`src/rtl/instr_fetch_if.sv`:
```
// Request/acknowledge instruction-memory port between the fetch stage (master)
// and instruction memory (slave).
interface instr_fetch_if #(
    parameter int PC_WIDTH    = 16,
    parameter int INSTR_WIDTH = 16
);
    logic                   imem_req;
    logic [PC_WIDTH-1:0]    imem_addr;
    logic                   imem_ack;
    logic [INSTR_WIDTH-1:0] imem_rdata;

    modport master (
        output imem_req,
        output imem_addr,
        input  imem_ack,
        input  imem_rdata
    );

    modport slave (
        input  imem_req,
        input  imem_addr,
        output imem_ack,
        output imem_rdata
    );
endinterface

```
`src/rtl/instr_fetch.sv`:
```
// Fetch stage: owns the PC, drives the imem request port and the IF/ID register.
// Optional IFETCH_PERF_EN adds fetch_count / discard_count performance counters.
module instr_fetch #(
    parameter int                   PC_WIDTH    = 16,
    parameter logic [PC_WIDTH-1:0]  RESET_PC    = '0,
    parameter int                   INSTR_WIDTH = 16
) (
    input  logic                   clk,
    input  logic                   resetn,
    input  logic                   stall,
    input  logic                   redirect,
    input  logic [PC_WIDTH-1:0]    redirect_pc,
    instr_fetch_if.master          imem,
    output logic [INSTR_WIDTH-1:0] Instr,
    output logic [PC_WIDTH-1:0]    id_pc,
    output logic                   id_valid,
    output logic                   id_flush
`ifdef IFETCH_PERF_EN
    ,
    output logic [31:0]            fetch_count,
    output logic [15:0]            discard_count
`endif
);

    typedef enum logic [1:0] {
        S_IDLE,
        S_REQ,
        S_HOLD,
        S_DISCARD
    } state_e;

    localparam logic [PC_WIDTH-1:0] PC_ONE = {{(PC_WIDTH-1){1'b0}}, 1'b1};

    state_e                 state_q, state_d;
    logic [PC_WIDTH-1:0]    pc_q, pc_d;
    logic [PC_WIDTH-1:0]    req_addr_q, req_addr_d;
    logic                   req_q, req_d;
    logic [INSTR_WIDTH-1:0] instr_q, instr_d;
    logic [PC_WIDTH-1:0]    id_pc_q, id_pc_d;
    logic                   id_valid_q, id_valid_d;
    logic [INSTR_WIDTH-1:0] skid_instr_q;
    logic [PC_WIDTH-1:0]    skid_pc_q;

    logic                   fetch_load;
    logic                   skid_load;
    logic                   skid_use;
    logic                   drop_ack;
    logic [PC_WIDTH-1:0]    req_addr_inc;

    assign req_addr_inc = req_addr_q + PC_ONE;

    always_comb begin
        state_d    = state_q;
        pc_d       = pc_q;
        req_addr_d = req_addr_q;
        instr_d    = instr_q;
        id_pc_d    = id_pc_q;
        id_valid_d = id_valid_q;
        fetch_load = 1'b0;
        skid_load  = 1'b0;
        skid_use   = 1'b0;
        drop_ack   = 1'b0;

        case (state_q)
            S_IDLE: begin
                if (redirect) begin
                    pc_d = redirect_pc;
                end
                if (!stall) begin
                    req_addr_d = redirect ? redirect_pc : pc_q;
                    state_d    = S_REQ;
                end
            end

            S_REQ: begin
                if (redirect) begin
                    pc_d = redirect_pc;
                    if (imem.imem_ack) begin
                        drop_ack = 1'b1;
                        if (!stall) begin
                            req_addr_d = redirect_pc;
                            state_d    = S_REQ;
                        end else begin
                            state_d = S_IDLE;
                        end
                    end else begin
                        // Outstanding request must still complete at the old address.
                        state_d = S_DISCARD;
                    end
                end else if (imem.imem_ack) begin
                    pc_d = req_addr_inc;
                    if (!stall) begin
                        fetch_load = 1'b1;
                        req_addr_d = req_addr_inc;
                    end else begin
                        skid_load = 1'b1;
                        state_d   = S_HOLD;
                    end
                end
            end

            S_HOLD: begin
                if (redirect) begin
                    pc_d    = redirect_pc;
                    state_d = S_IDLE;
                end else if (!stall) begin
                    skid_use   = 1'b1;
                    req_addr_d = pc_q;
                    state_d    = S_REQ;
                end
            end

            S_DISCARD: begin
                if (redirect) begin
                    pc_d = redirect_pc;
                end
                if (imem.imem_ack) begin
                    drop_ack = 1'b1;
                    if (!stall) begin
                        req_addr_d = redirect ? redirect_pc : pc_q;
                        state_d    = S_REQ;
                    end else begin
                        state_d = S_IDLE;
                    end
                end
            end

            default: begin
                state_d = S_IDLE;
            end
        endcase

        // IF/ID: redirect flushes, stall freezes, otherwise load or insert a bubble.
        if (redirect) begin
            id_valid_d = 1'b0;
        end else if (!stall) begin
            if (fetch_load) begin
                instr_d    = imem.imem_rdata;
                id_pc_d    = req_addr_q;
                id_valid_d = 1'b1;
            end else if (skid_use) begin
                instr_d    = skid_instr_q;
                id_pc_d    = skid_pc_q;
                id_valid_d = 1'b1;
            end else begin
                id_valid_d = 1'b0;
            end
        end

        req_d = (state_d == S_REQ) || (state_d == S_DISCARD);
    end

    always_ff @(posedge clk or negedge resetn) begin
        if (!resetn) begin
            state_q    <= S_IDLE;
            pc_q       <= RESET_PC;
            req_addr_q <= RESET_PC;
            req_q      <= 1'b0;
            instr_q    <= '0;
            id_pc_q    <= '0;
            id_valid_q <= 1'b0;
        end else begin
            state_q    <= state_d;
            pc_q       <= pc_d;
            req_addr_q <= req_addr_d;
            req_q      <= req_d;
            instr_q    <= instr_d;
            id_pc_q    <= id_pc_d;
            id_valid_q <= id_valid_d;
        end
    end

    // Skid contents are only meaningful in HOLD, so they need no reset.
    always_ff @(posedge clk) begin
        if (skid_load) begin
            skid_instr_q <= imem.imem_rdata;
            skid_pc_q    <= req_addr_q;
        end
    end

`ifdef IFETCH_PERF_EN
    logic [31:0] fetch_count_q;
    logic [15:0] discard_count_q;

    always_ff @(posedge clk or negedge resetn) begin
        if (!resetn) begin
            fetch_count_q   <= '0;
            discard_count_q <= '0;
        end else begin
            if (!redirect && !stall && (fetch_load || skid_use)) begin
                fetch_count_q <= fetch_count_q + 32'd1;
            end
            if (drop_ack && (discard_count_q != 16'hFFFF)) begin
                discard_count_q <= discard_count_q + 16'd1;
            end
        end
    end

    assign fetch_count   = fetch_count_q;
    assign discard_count = discard_count_q;
`endif

    assign imem.imem_req  = req_q;
    assign imem.imem_addr = req_addr_q;
    assign Instr          = instr_q;
    assign id_pc          = id_pc_q;
    assign id_valid       = id_valid_q;
    assign id_flush       = !id_valid_q;

endmodule

```
`src/flat_wrapper.sv`:
```
// flat-port wrapper written by rule: the top's interface ports become plain ports
module instr_fetch_flat 
#(
    parameter int                   PC_WIDTH    = 16,
    parameter logic [PC_WIDTH-1:0]  RESET_PC    = '0,
    parameter int                   INSTR_WIDTH = 16
)
  (clk, resetn, stall, redirect, redirect_pc, Instr, id_pc, id_valid, id_flush, imem_imem_req, imem_imem_addr, imem_imem_ack, imem_imem_rdata);
  instr_fetch_if #(.PC_WIDTH(PC_WIDTH), .INSTR_WIDTH(INSTR_WIDTH)) imem_i ();
  input  logic clk;
  input  logic resetn;
  input  logic stall;
  input  logic redirect;
  input  logic [PC_WIDTH-1:0] redirect_pc;
  output logic [INSTR_WIDTH-1:0] Instr;
  output logic [PC_WIDTH-1:0] id_pc;
  output logic id_valid;
  output logic id_flush;
  output wire logic [$bits(imem_i.imem_req)-1:0] imem_imem_req;
  output wire logic [$bits(imem_i.imem_addr)-1:0] imem_imem_addr;
  input wire logic [$bits(imem_i.imem_ack)-1:0] imem_imem_ack;
  input wire logic [$bits(imem_i.imem_rdata)-1:0] imem_imem_rdata;
  assign imem_imem_req = imem_i.imem_req;
  assign imem_imem_addr = imem_i.imem_addr;
  assign imem_i.imem_ack = imem_imem_ack;
  assign imem_i.imem_rdata = imem_imem_rdata;
  instr_fetch #(.PC_WIDTH(PC_WIDTH), .RESET_PC(RESET_PC), .INSTR_WIDTH(INSTR_WIDTH)) u_core (.clk(clk), .resetn(resetn), .stall(stall), .redirect(redirect), .redirect_pc(redirect_pc), .imem(imem_i), .Instr(Instr), .id_pc(id_pc), .id_valid(id_valid), .id_flush(id_flush));
endmodule
```
`config.mk`:
```
export PLATFORM = sky130hd
export DESIGN_NAME = instr_fetch_flat
export DESIGN_NICKNAME = d
export VERILOG_FILES = /design/src/rtl/instr_fetch_if.sv /design/src/rtl/instr_fetch.sv /design/src/flat_wrapper.sv
export SDC_FILE = /design/constraint.sdc
export NUM_CORES = 1
export LEC_CHECK = 0
export CORE_UTILIZATION = 60
export CTS_BUF_LIST = sky130_fd_sc_hd__clkbuf_4 sky130_fd_sc_hd__clkbuf_8 sky130_fd_sc_hd__clkbuf_16
export CTS_CLUSTER_SIZE = 12
export DETAILED_ROUTE_END_ITERATION = 10
export DONT_BUFFER_PORTS = 1
export PLACE_DENSITY_LB_ADDON = 0.15
export SYNTH_ARGS = -nofsm -noshare
export SYNTH_HDL_FRONTEND = slang
export SYNTH_SLANG_ARGS = --single-unit
```
`constraint.sdc`:
```
create_clock -name clk -period 7.3 [get_ports clk]
set_clock_uncertainty 0.1 [all_clocks]
set_input_delay 1.095 -clock clk [delete_from_list [all_inputs] [get_ports clk]]
set_output_delay 1.095 -clock clk [all_outputs]
set_load 0.01 [all_outputs]
```
* After elaboration in Yosys (flattened, before gate mapping)
Cells that the tools add are included.
Cells by class: $lt $le $gt $ge 0, mux-type cells 41, equality and inequality tests 12, $mul 0, add/sub/neg operators 1, shifts and indexed selects 0, reduce and logical (&&, ||, !) cells 7, bitwise logic cells 2, div/mod/pow operators 0
Operators with widths (number):
- two-way mux 16 bit | 16
- one-hot mux 16 bit (4 select lines) | 1
- one-hot mux 16 bit (2 select lines) | 1
- adder 16 x 1 -> 16 bit (second input constant) | 1
- two-way mux 1 bit | 15
- two-way mux 2 bit | 7
- != test 2 bit (second input constant) | 5
- one-hot mux 2 bit (4 select lines) | 1
- equality test 2 bit (second input constant) | 3
- AND reduction 5 bit | 1
- equality test 2 x 1 -> 1 bit (second input constant) | 2
- != test 3 bit (second input constant) | 1
- AND reduction 3 bit | 1
- OR reduction 3 bit | 1
- logical NOT 2 bit | 1
- != test 2 x 1 -> 1 bit (second input constant) | 1
- inverter 1 bit | 2
- nonzero test 2 bit | 1
- logical NOT 1 bit | 1
- logical OR 1 bit | 1
Word-level totals: bits in latches 0, output and inout bits 51, memories kept 0, ROM bits 0, input port bits 37, register bits after elaboration 100, RAM bits 0, logic and storage cells 72

* Depth between registers and ports, before layout
depth after elaboration 7, mapped depth 9, depth with buffers taken out 7

* Worst setup path before layout
OpenSTA, ideal clock, no wires.
path type input port to flip-flop, from input redirect, to register u_core.skid_instr_q[0], enable pin, path buffers 0, setup time 0.392 ns, arrival time 2.213 ns, stages on the path 2, data required time 6.808 ns, path slack 4.595 ns, path through nor2b_1 -> and3_1
On the way: cells in the longest elaborated chain, start to end 2
RTL lines:
- start: declaration | RTL line flat_wrapper.sv:13 | input logic redirect;
- two-way mux 1 bit | RTL line instr_fetch.sv:76 | if (redirect) begin
- two-way mux 1 bit | RTL line instr_fetch.sv:64 | case (state_q)
- net u_core.skid_load | RTL line instr_fetch.sv:45 | logic skid_load;
- end signal: assignment | RTL line instr_fetch.sv:176 | skid_instr_q <= imem.imem_rdata;
- end: declaration | RTL line instr_fetch.sv:41 | logic [INSTR_WIDTH-1:0] skid_instr_q;
The timed path passes the listed nets, and every way through them passes these cells. A chain may end at the register's enable or synchronous reset.

* Final worst setup path
from register u_core.state_q[1], to register u_core.instr_q[5] (netlist: u_core.Instr[5])
On the way: cells in the longest elaborated chain, start to end 4, elaborated cells between the ends (all ways) 7, classes of those cells 2 x eq/ne; 3 x mux; 2 x reduce/logical
RTL lines:
- start: declaration | RTL line instr_fetch.sv:34 | state_e state_q, state_d;
- start signal: assignment | RTL line instr_fetch.sv:163 | state_q <= state_d;
- equality test 2 bit or equality test 2 x 1 -> 1 bit (tied branches) | RTL line instr_fetch.sv:64
- two-way mux 1 bit | RTL line instr_fetch.sv:64
- nonzero test 2 bit (no source line)
- AND reduction 3 bit (no source line)
- end signal: assignment | RTL line instr_fetch.sv:167 | instr_q <= instr_d;
- end: declaration | RTL line instr_fetch.sv:38 | logic [INSTR_WIDTH-1:0] instr_q, instr_d;
Several ways; a longest one is shown, not always the timed one.

==> results.ini <==
[setup_path]
cp.arrival_ns=3.38
worstPathMaxFanout=65
crit_required_ns=7.40
ff2ff_setup_slack_ns=4.02
path_class=reg -> reg
end_kind=flip-flop
crit_path_start_kind=flip-flop

[synth]
synth_edf_count=32
synth_compound_area_share_pct=18.7
synth.distinct_cells=55
synth_cells=491
synth_area_um2=4960
yosysWarnings=0
synthFlopType=dfrtp_1
synth_mux_area_share_pct=7.50
synth_fa_ha_area_share_pct=1.51
synth_fp_nets=534
ys_ff_latch=99
ys_seq_area_share_pct=53.2
async_flop_share_pct=67.7
synth_top_family_by_area=compound AO/OA/AOI/OAI gates
synthSimpleGateAreaFrac_pct=13.3
synthXorXnorAreaFrac_pct=1.94
avgSynthCellArea_um2=10.1

[timing]
slew_headroom_pct=20.8
finalHoldViolations=0
setup-tns-final_ns=0
max_freq_mhz=305
worstMarginPinSlew_ns=1.18
fin_crit_ns=3.28
fin_crit_sh_pct=44.9
setup_violations=0
rsz0062_at_grt=no
slew_viol_final=0

[global_route]
track_usage_pct=27.4
grt_start_max_net_pins=68
grt_pass1_vias=3495
grt_pass1_wl_mm=18.2
antenna_found_initial=0
grt_overflow=0

[cells_and_area]
drive_gt1_share_pct=6.58
antenna_cells=0
final_nets=509
fin_util_pct=65.4
fill_cells=643
syn_to_final_growth_pct=3.61

[floorplan]
fp.coreArea_um2=7850
die_w_um=92.9
die-area_um2=8630
num_io_pins=88
rows=32
initial_core_util_pct=63.2
die_y_um=92.9

[placement]
port-buffer-count=0
post-dp-hpwl_mm=7.13
gp_congestion=0.845

[pwr]
power_leakage_nw=1.85
powerDensity_nw_per_um2=403
max-vdd-ir-drop_mv=0.308

[clocking]
cts_tree=done
cts_buffers=9
clock_path_buffers=2
cts_root_buf=clkbuf_8
cts_setup_buffers=0
post_cts_resized=0
clk_pin_slew_ns=0.10
cts_hold_buf=0
cts.sinks=99
h-tree-depth=3
clock_latency_ns=0.37

[hold_path]
min-delay-path-class=in -> async

[run]
drv_cap=0

[detailed_routing]
drt_iter0_drc=234
drc=0
wl_per_cell_um=19.6
dr.pass1.iters=5
antenna_left=0
vias=3672
vias_per_cell=6.41
drt-total-wl_mm=11.2

[status]
status=completed

cell usage in the layout, fill, tap and decap left out, types with 4 or more instances in the layout:
master / count
nand2b_1: 9
o31ai_1: 7
edfxtp_1: 32
o22ai_1: 13
a21oi_1: 35
xor2_1: 4
dfrtp_1: 67
nor2_1: 18
mux2i_1: 36
o211ai_1: 5
xnor2_1: 7
nand2_1: 70
o21ai_0: 52
nand3_1: 13
o21a_1: 4
a21o_1: 5
clkbuf_8: 9
inv_1: 4
nor3_1: 7
o21ai_1: 6
nand4_1: 6
ha_1: 6
worst max-delay path: stages, from the launching register on:
cell and delay (ns):
dfrtp_1 0.46, inv_1 0.13, ha_1 0.68, nor2b_1 0.41, nand2_1 0.15, nor2_4 0.90, o21ai_0 0.25
path summary, 6_finish.rpt:
kind                                           start                        end  cells past startpoint
max in group asynchronous                     resetn  u_core.imem.imem_addr[14]                      0
worst max-delay path               u_core.state_q[1]            u_core.Instr[5]                      6
worst min-delay path                          resetn       u_core.imem.imem_req                      0
min in group clk                u_core.skid_pc_q[10]           u_core.id_pc[10]                      2
worst min register to register  u_core.skid_pc_q[10]           u_core.id_pc[10]                      2
worst max register to register     u_core.state_q[1]            u_core.Instr[5]                      6
per-stage QoR:
step	hold slack [ns]	cell area (um2)	instances	setup WS, ns	power, mW
floorplan	0.395	4960	491	4.60	1.55
global placement	0.407	4950	557	4.23	1.70
detailed placement	0.416	4950	557	4.03	1.73
CTS	0.294	5130	573	4.03	2.07
global route	0.283	5130	573	3.66	2.21
finish	0.308	5130	573	4.02	2.07
area by class of cell:
cell class	count	area [um2]	area share, %
inverters	5	18.8	0.365
clock inverters	7	61.3	1.19
flip-flops and latches	99	2640	51.4
multi-input cells	348	2140	41.7
well taps	102	128	2.49
repair buffers	3	22.5	0.439
clock buffers	9	124	2.41
registers in the layout (all words and copies together), names as in the netlist:
register and count:
u_core.pc_q 16, u_core.skid_instr_q 16, u_core.imem.imem_addr 16, u_core.state_q 1
u_core.imem.imem_req 1, u_core.id_valid 1, u_core.id_pc 16, u_core.skid_pc_q 16
u_core.Instr 16
power by group:
group | total, mW | switching (mW) | internal [mW]
combinational | 0.671 | 0.397 | 0.273
sequential | 1.06 | 0.289 | 0.770
clock | 0.337 | 0.206 | 0.131
total | 2.07 | 0.893 | 1.17
cell usage after synthesis (2+ instances only):
cell type   n  area, um2
o22a_1      2       17.5
o21ai_1     7       35.0
a21o_1      5       37.5
nor4_1      2       12.5
buf_2      18       90.1
o21ai_0    52        260
edfxtp_1   32        961
xnor2_1     7       61.3
nand4_1     6       37.5
nand2b_1    9       56.3
nor2_1     19       71.3
o311ai_0    2       17.5
a21oi_1    35        175
nand2_1    70        263
dfrtp_1    67       1680
inv_1       4       15.0
o221a_2     2       22.5
or2_2       3       18.8
a31oi_1     3       18.8
o2bb2ai_1   2       17.5
and4_1      2       17.5
nand3_1    13       65.1
o22ai_1    13       81.3
o31ai_1     7       52.6
o21a_1      4       30.0
xor2_1      4       35.0
nor3_1      7       35.0
a311oi_1    3       26.3
o211ai_1    5       37.5
buf_1       3       11.3
a32oi_1     2       17.5
ha_1        6       75.1
mux2i_1    36        360
clkbuf_1   17       63.8
and2_1      2       12.5
cell families after synthesis:
logic type,Yosys count
flops,99
simple gates,141
buf+inv,44
xor+xnor,11
mux,37
fa+ha+maj,6
compound gates,153
routing by layer:
metal / part of all wire, % / GRT usage, % / vias to the layer above
met5: 0 / 0 / -
met4: 1.7 / 10.9 / 0
met3: 9.1 / 8.21 / 17
met2: 46 / 40.3 / 154
met1: 44 / 38.2 / 1758
li1: - / - / 1743
Note: power is estimated with default switching activity, not from simulation.
